--- src/rtl/sample_input_ctrl.sv ---
// sample_input_ctrl: serial-to-parallel front end for data_memory.
// Collects one MSB-first sample per Frame from InputL, then issues a
// single-cycle write (wr_en/input_rdy_flag) at the circular write pointer,
// and tracks the newest written address and a saturating sample count.
module sample_input_ctrl #(
   parameter int unsigned DATA_W = 16,
   parameter int unsigned ADDR_W = 8
) (
   input  logic              Sclk,
   input  logic              Reset,
   input  logic              Frame,
   input  logic              bit_en,
   input  logic              InputL,
   input  logic              clear_ptr,
   output logic [DATA_W-1:0] data_in,
   output logic              wr_en,
   output logic [ADDR_W-1:0] data_wr_addr,
   output logic              input_rdy_flag,
   output logic [ADDR_W-1:0] newest_addr,
   output logic [15:0]       sample_cnt,
   output logic              frame_err
);

   localparam int unsigned CNT_W = $clog2(DATA_W + 1);

   typedef enum logic [1:0] {
      IDLE  = 2'd0,
      SHIFT = 2'd1,
      WRITE = 2'd2
   } state_t;

   state_t            state_q;
   logic [DATA_W-1:0] shift_q;
   logic [DATA_W-1:0] shift_d;
   logic [DATA_W-1:0] first_bit_d;
   logic [CNT_W-1:0]  bit_cnt_q;
   logic [DATA_W-1:0] data_q;
   logic              wr_en_q;
   logic              rdy_q;
   logic [ADDR_W-1:0] addr_q;
   logic [ADDR_W-1:0] addr_d;
   logic [ADDR_W-1:0] newest_q;
   logic [15:0]       cnt_q;
   logic [15:0]       cnt_d;
   logic              err_q;
   logic              frame_bit;

   // Next values for the shifter, pointer and saturating sample counter
   always_comb begin
      frame_bit   = Frame & bit_en;
      shift_d     = {shift_q[DATA_W-2:0], InputL};
      first_bit_d = '0;
      first_bit_d[0] = InputL;
      addr_d      = addr_q + ADDR_W'(1);
      cnt_d       = (cnt_q == 16'hFFFF) ? cnt_q : cnt_q + 16'd1;
   end

   // Capture FSM with registered outputs.
   // bit_cnt == DATA_W marks a completed word waiting one edge for its
   // write pulse, so wr_en rises on the edge after the last bit.
   always_ff @(posedge Sclk or posedge Reset) begin
      if (Reset) begin
         state_q   <= IDLE;
         shift_q   <= '0;
         bit_cnt_q <= '0;
         data_q    <= '0;
         wr_en_q   <= 1'b0;
         rdy_q     <= 1'b0;
         addr_q    <= '0;
         newest_q  <= '0;
         cnt_q     <= '0;
         err_q     <= 1'b0;
      end else begin
         wr_en_q <= 1'b0;
         rdy_q   <= 1'b0;
         if (clear_ptr) begin
            addr_q    <= '0;
            newest_q  <= '0;
            cnt_q     <= '0;
            err_q     <= 1'b0;
            bit_cnt_q <= '0;
            state_q   <= IDLE;
         end else begin
            case (state_q)
               IDLE: begin
                  if (frame_bit) begin
                     shift_q   <= first_bit_d;
                     bit_cnt_q <= CNT_W'(1);
                     state_q   <= SHIFT;
                  end
               end
               SHIFT: begin
                  if (bit_cnt_q == CNT_W'(DATA_W)) begin
                     data_q    <= shift_q;
                     wr_en_q   <= 1'b1;
                     rdy_q     <= 1'b1;
                     bit_cnt_q <= '0;
                     state_q   <= WRITE;
                  end else if (bit_en) begin
                     if (Frame) begin
                        err_q     <= 1'b1;
                        shift_q   <= first_bit_d;
                        bit_cnt_q <= CNT_W'(1);
                     end else begin
                        shift_q   <= shift_d;
                        bit_cnt_q <= bit_cnt_q + CNT_W'(1);
                     end
                  end
               end
               WRITE: begin
                  newest_q <= addr_q;
                  addr_q   <= addr_d;
                  cnt_q    <= cnt_d;
                  if (frame_bit) begin
                     shift_q   <= first_bit_d;
                     bit_cnt_q <= CNT_W'(1);
                     state_q   <= SHIFT;
                  end else begin
                     state_q <= IDLE;
                  end
               end
               default: begin
                  bit_cnt_q <= '0;
                  state_q   <= IDLE;
               end
            endcase
         end
      end
   end

   assign data_in        = data_q;
   assign wr_en          = wr_en_q;
   assign input_rdy_flag = rdy_q;
   assign data_wr_addr   = addr_q;
   assign newest_addr    = newest_q;
   assign sample_cnt     = cnt_q;
   assign frame_err      = err_q;

endmodule

--- config.mk ---
export PLATFORM = sky130hd
export DESIGN_NAME = sample_input_ctrl
export DESIGN_NICKNAME = d
export VERILOG_FILES = /design/src/rtl/sample_input_ctrl.sv
export SDC_FILE = /design/constraint.sdc
export NUM_CORES = 1
export LEC_CHECK = 0
export ABC_AREA = 1
export CORE_UTILIZATION = 30
export DETAILED_ROUTE_END_ITERATION = 6
export PLACE_DENSITY_LB_ADDON = 0.05
export SLEW_MARGIN = 20
export SYNTH_ARGS = -nofsm -noshare
export SYNTH_HDL_FRONTEND = slang
export SYNTH_SLANG_ARGS = --single-unit
--- constraint.sdc ---
create_clock -name Sclk -period 2.8 [get_ports Sclk]
set_input_delay 0.56 -clock Sclk [delete_from_list [all_inputs] [get_ports Sclk]]
set_output_delay 0.56 -clock Sclk [all_outputs]
set_load 0.05 [all_outputs]
==> results.json <==
{
  "register_area_sq_um": 1830,
  "power_density_nw_per_um2": 513,
  "max_freq_mhz": 444,
  "totalWireLength_um": 8430,
  "synthToLayoutAreaGrowth_pct": 27.8,
  "synthesis.nets": 457,
  "die_height_um": 111,
  "worst_ir_drop_vdd_v": 0.000290,
  "synth_cells": 447,
  "route.antenna.remaining_nets": 0,
  "period_needed_ns": 2.25,
  "routed_length_per_instance_um": 12.9,
  "timing.final.setup_violations": 0,
  "summed_instance_area_of_the_synthesized_netlist_sq_um": 3590,
  "maxSlewViolCount": 0,
  "globalRouteOverflowTotal": 0,
  "maximum_fanout_count_along_the_critical_path": 7,
  "fill_cells": 1199,
  "die_width_um": 111,
  "floorplan.core_area_sq_um": 11500,
  "number_of_global_route_vias_before_repair": 2998,
  "number_of_buffers_inserted_by_hold_repair_at_cts": 0,
  "max_slew.worst_pin.slew_ns": 0.521,
  "cp_top_family": "buffers and inverters",
  "cts_repair_resize_count": 0,
  "synth_cell_type_count": 27,
  "path_class_of_the_lowest_slack_min_delay_path": "reg -> reg",
  "post_synth.cell_area_avg_sq_um": 8.03,
  "cp_data_required_time_ns": 2.24,
  "path_buf_inv": 1,
  "gr-usage-all-layers": 0.150,
  "floorplan.die_area_sq_um": 12400,
  "startpoint_type": "flop",
  "postPlaceCellArea_sq_um": 4290,
  "max-clock-path-buffers": 2,
  "critical_path_arrival_ns": 1.69,
  "fin_nets": 517,
  "clock_tree_skew_after_final_layout_ns": 0.00619,
  "slew_headroom": 0.651,
  "clock_tree.root_cell": "sky130_fd_sc_hd__clkbuf_16",
  "multiInputGateArea_sq_um": 1490,
  "grt_setup_unrepaired": "false",
  "status": "finished with violations",
  "maxCapViolCount": 0,
  "tritoncts_clock_tree": "built",
  "cts.sink_count": 73,
  "cp_slowest_cell": "sky130_fd_sc_hd__clkdlybuf4s50_1",
  "clock_insertion_delay_worst_skew_ns": 0.33,
  "total_number_of_vias": 2948,
  "grt_max_degree": 74,
  "ios": 57,
  "drt_pass1_iterations": 6,
  "failed_checks": "design-rule violations",
  "utilization_after_layout": 0.398,
  "crit_path_cell_trace": "clkdlybuf4s50_1",
  "post_dp_hpwl_um": 5670,
  "routed_via_density": 4.51,
  "p_leak_uw": 0.00208,
  "timing.critical_path.slowest_cell_delay_ns": 0.86,
  "post-place-ws_ns": 0.622,
  "cts-buffers-inserted": 9,
  "final_layout_size_suffix_gt1_frac": 0.0783,
  "gp_congestion": 0.778,
  "numPortBuffers": 56,
  "number_of_storage_elements_in_the_synthesis_netlist": 73,
  "initialDrtViolationCount": 135,
  "fin_tns_setup_ns": 0,
  "clk_pin_slew_worst_paths_ns": 0.06,
  "timing.setup.critical_path_class": "reg -> out",
  "final.setup.worst_slack_ns": 0.547,
  "critical_path.endpoint_type": "output pin",
  "n_antenna_cell": 0,
  "initial_utilization": 0.311,
  "final_cell_area_sq_um": 4580,
  "grt_antenna_before_repair": 0,
  "hold_violations": 0,
  "detail_route.drc_violations": 8,
  "h-tree-depth": 3,
  "yosys_warnings": 0,
  "seq_area_frac_synth": 0.509,
  "rows": 39,
  "grt_pass1_wl_um": 14800,
  "crit_share_post_route": 0.805,
  "power_uw": 2350,
  "post_cts_buffers": 0
}
==> synthesized netlist by cell type (all sizes together) <==
cell / count / area, sq um
o21ai: 42 / 229
ha: 4 / 50.1
nor2: 40 / 178
buf: 14 / 106
nand3: 34 / 175
nand2: 166 / 638
xor2: 8 / 70.1
o21bai: 2 / 15.0
mux2: 1 / 11.3
a22oi: 1 / 7.51
nand4: 8 / 65.1
inv: 44 / 165
nor3: 7 / 35.0
a21oi: 3 / 15.0
dfrtp: 73 / 1830
==> logic make-up (layout without fill, tap and decap cells) <==
kind of cell,Yosys count,in the layout,synth area share
and+or+nand+nor,255,255,0.304
adders and majority gates,4,4,0.0140
DFF,73,73,0.509
muxes,1,1,0.00314
buffers and inverters,58,122,0.0757
xor gates and xnor gates,8,8,0.0195
AOI/OAI and AO/OA,48,48,0.0743
==> cell usage in the layout (no fill, tap or decap), drive strengths merged <==
master | synthesis | final
clkdlybuf4s50 | 0 | 56
nor3 | 7 | 7
nand4 | 8 | 8
a22oi | 1 | 1
clkbuf | 0 | 13
xor2 | 8 | 8
bufinv | 0 | 1
buf | 14 | 7
inv | 44 | 44
nor2 | 40 | 40
nand3 | 34 | 34
dfrtp | 73 | 73
ha | 4 | 4
mux2 | 1 | 1
nand2 | 166 | 166
a21oi | 3 | 3
clkinvlp | 0 | 1
o21ai | 42 | 42
o21bai | 2 | 2
==> registers in the layout (all words and copies together) (netlist names) <==
register,count
input_rdy_flag,1
state_q,2
data_wr_addr,8
bit_cnt_q,5
sample_cnt,16
frame_err,1
shift_q,16
newest_addr,8
data_in,16
==> report_power, final <==
part           switching [uW]  leakage, uW  internal, uW
clock network             433     0.000142           735
logic                    80.4     0.000920          29.8
registers                9.64      0.00102          1060
total                     523      0.00208          1830
==> routing by layer <==
layer	track usage	vias to the layer above	routed length (um)
met5	0	-	0
met4	0.0541	0	121
met3	0.0381	9	285
met2	0.249	49	3920
met1	0.188	1356	4110
li1	-	1534	-
==> path summary, 6_finish.rpt <==
kind | startpoint | depth (start not counted) | end | slack [ns]
max in group asynchronous | Reset | 3 | input_rdy_flag | 1.84
max | sample_cnt[2] | 1 | sample_cnt[2] | 0.55
max reg2reg | sample_cnt[0] | 10 | sample_cnt[3] | 0.90
min | data_in[4] | 2 | data_in[4] | 0.47
min reg2reg | data_in[4] | 2 | data_in[4] | 0.47
min in group asynchronous | Reset | 3 | newest_addr[2] | 0.64
==> through the flow <==
stage | hold slack, ns | instances
2_1_floorplan | 0.449 | 447
6_report | 0.473 | 654
3_5_place_dp | 0.463 | 639
4_1_cts | 0.478 | 654
3_3_place_gp | 0.456 | 639
5_1_grt | 0.498 | 654
==> final cells by class <==
class	count	share of cell area
multi-input combinational	316	0.325
clock buffer	13	0.0568
inverter	44	0.0360
sequential	73	0.399
timing repair buffer	63	0.137
tap	143	0.0390
clock inverter	2	0.00819
Power figures use the tool's default switching activity.
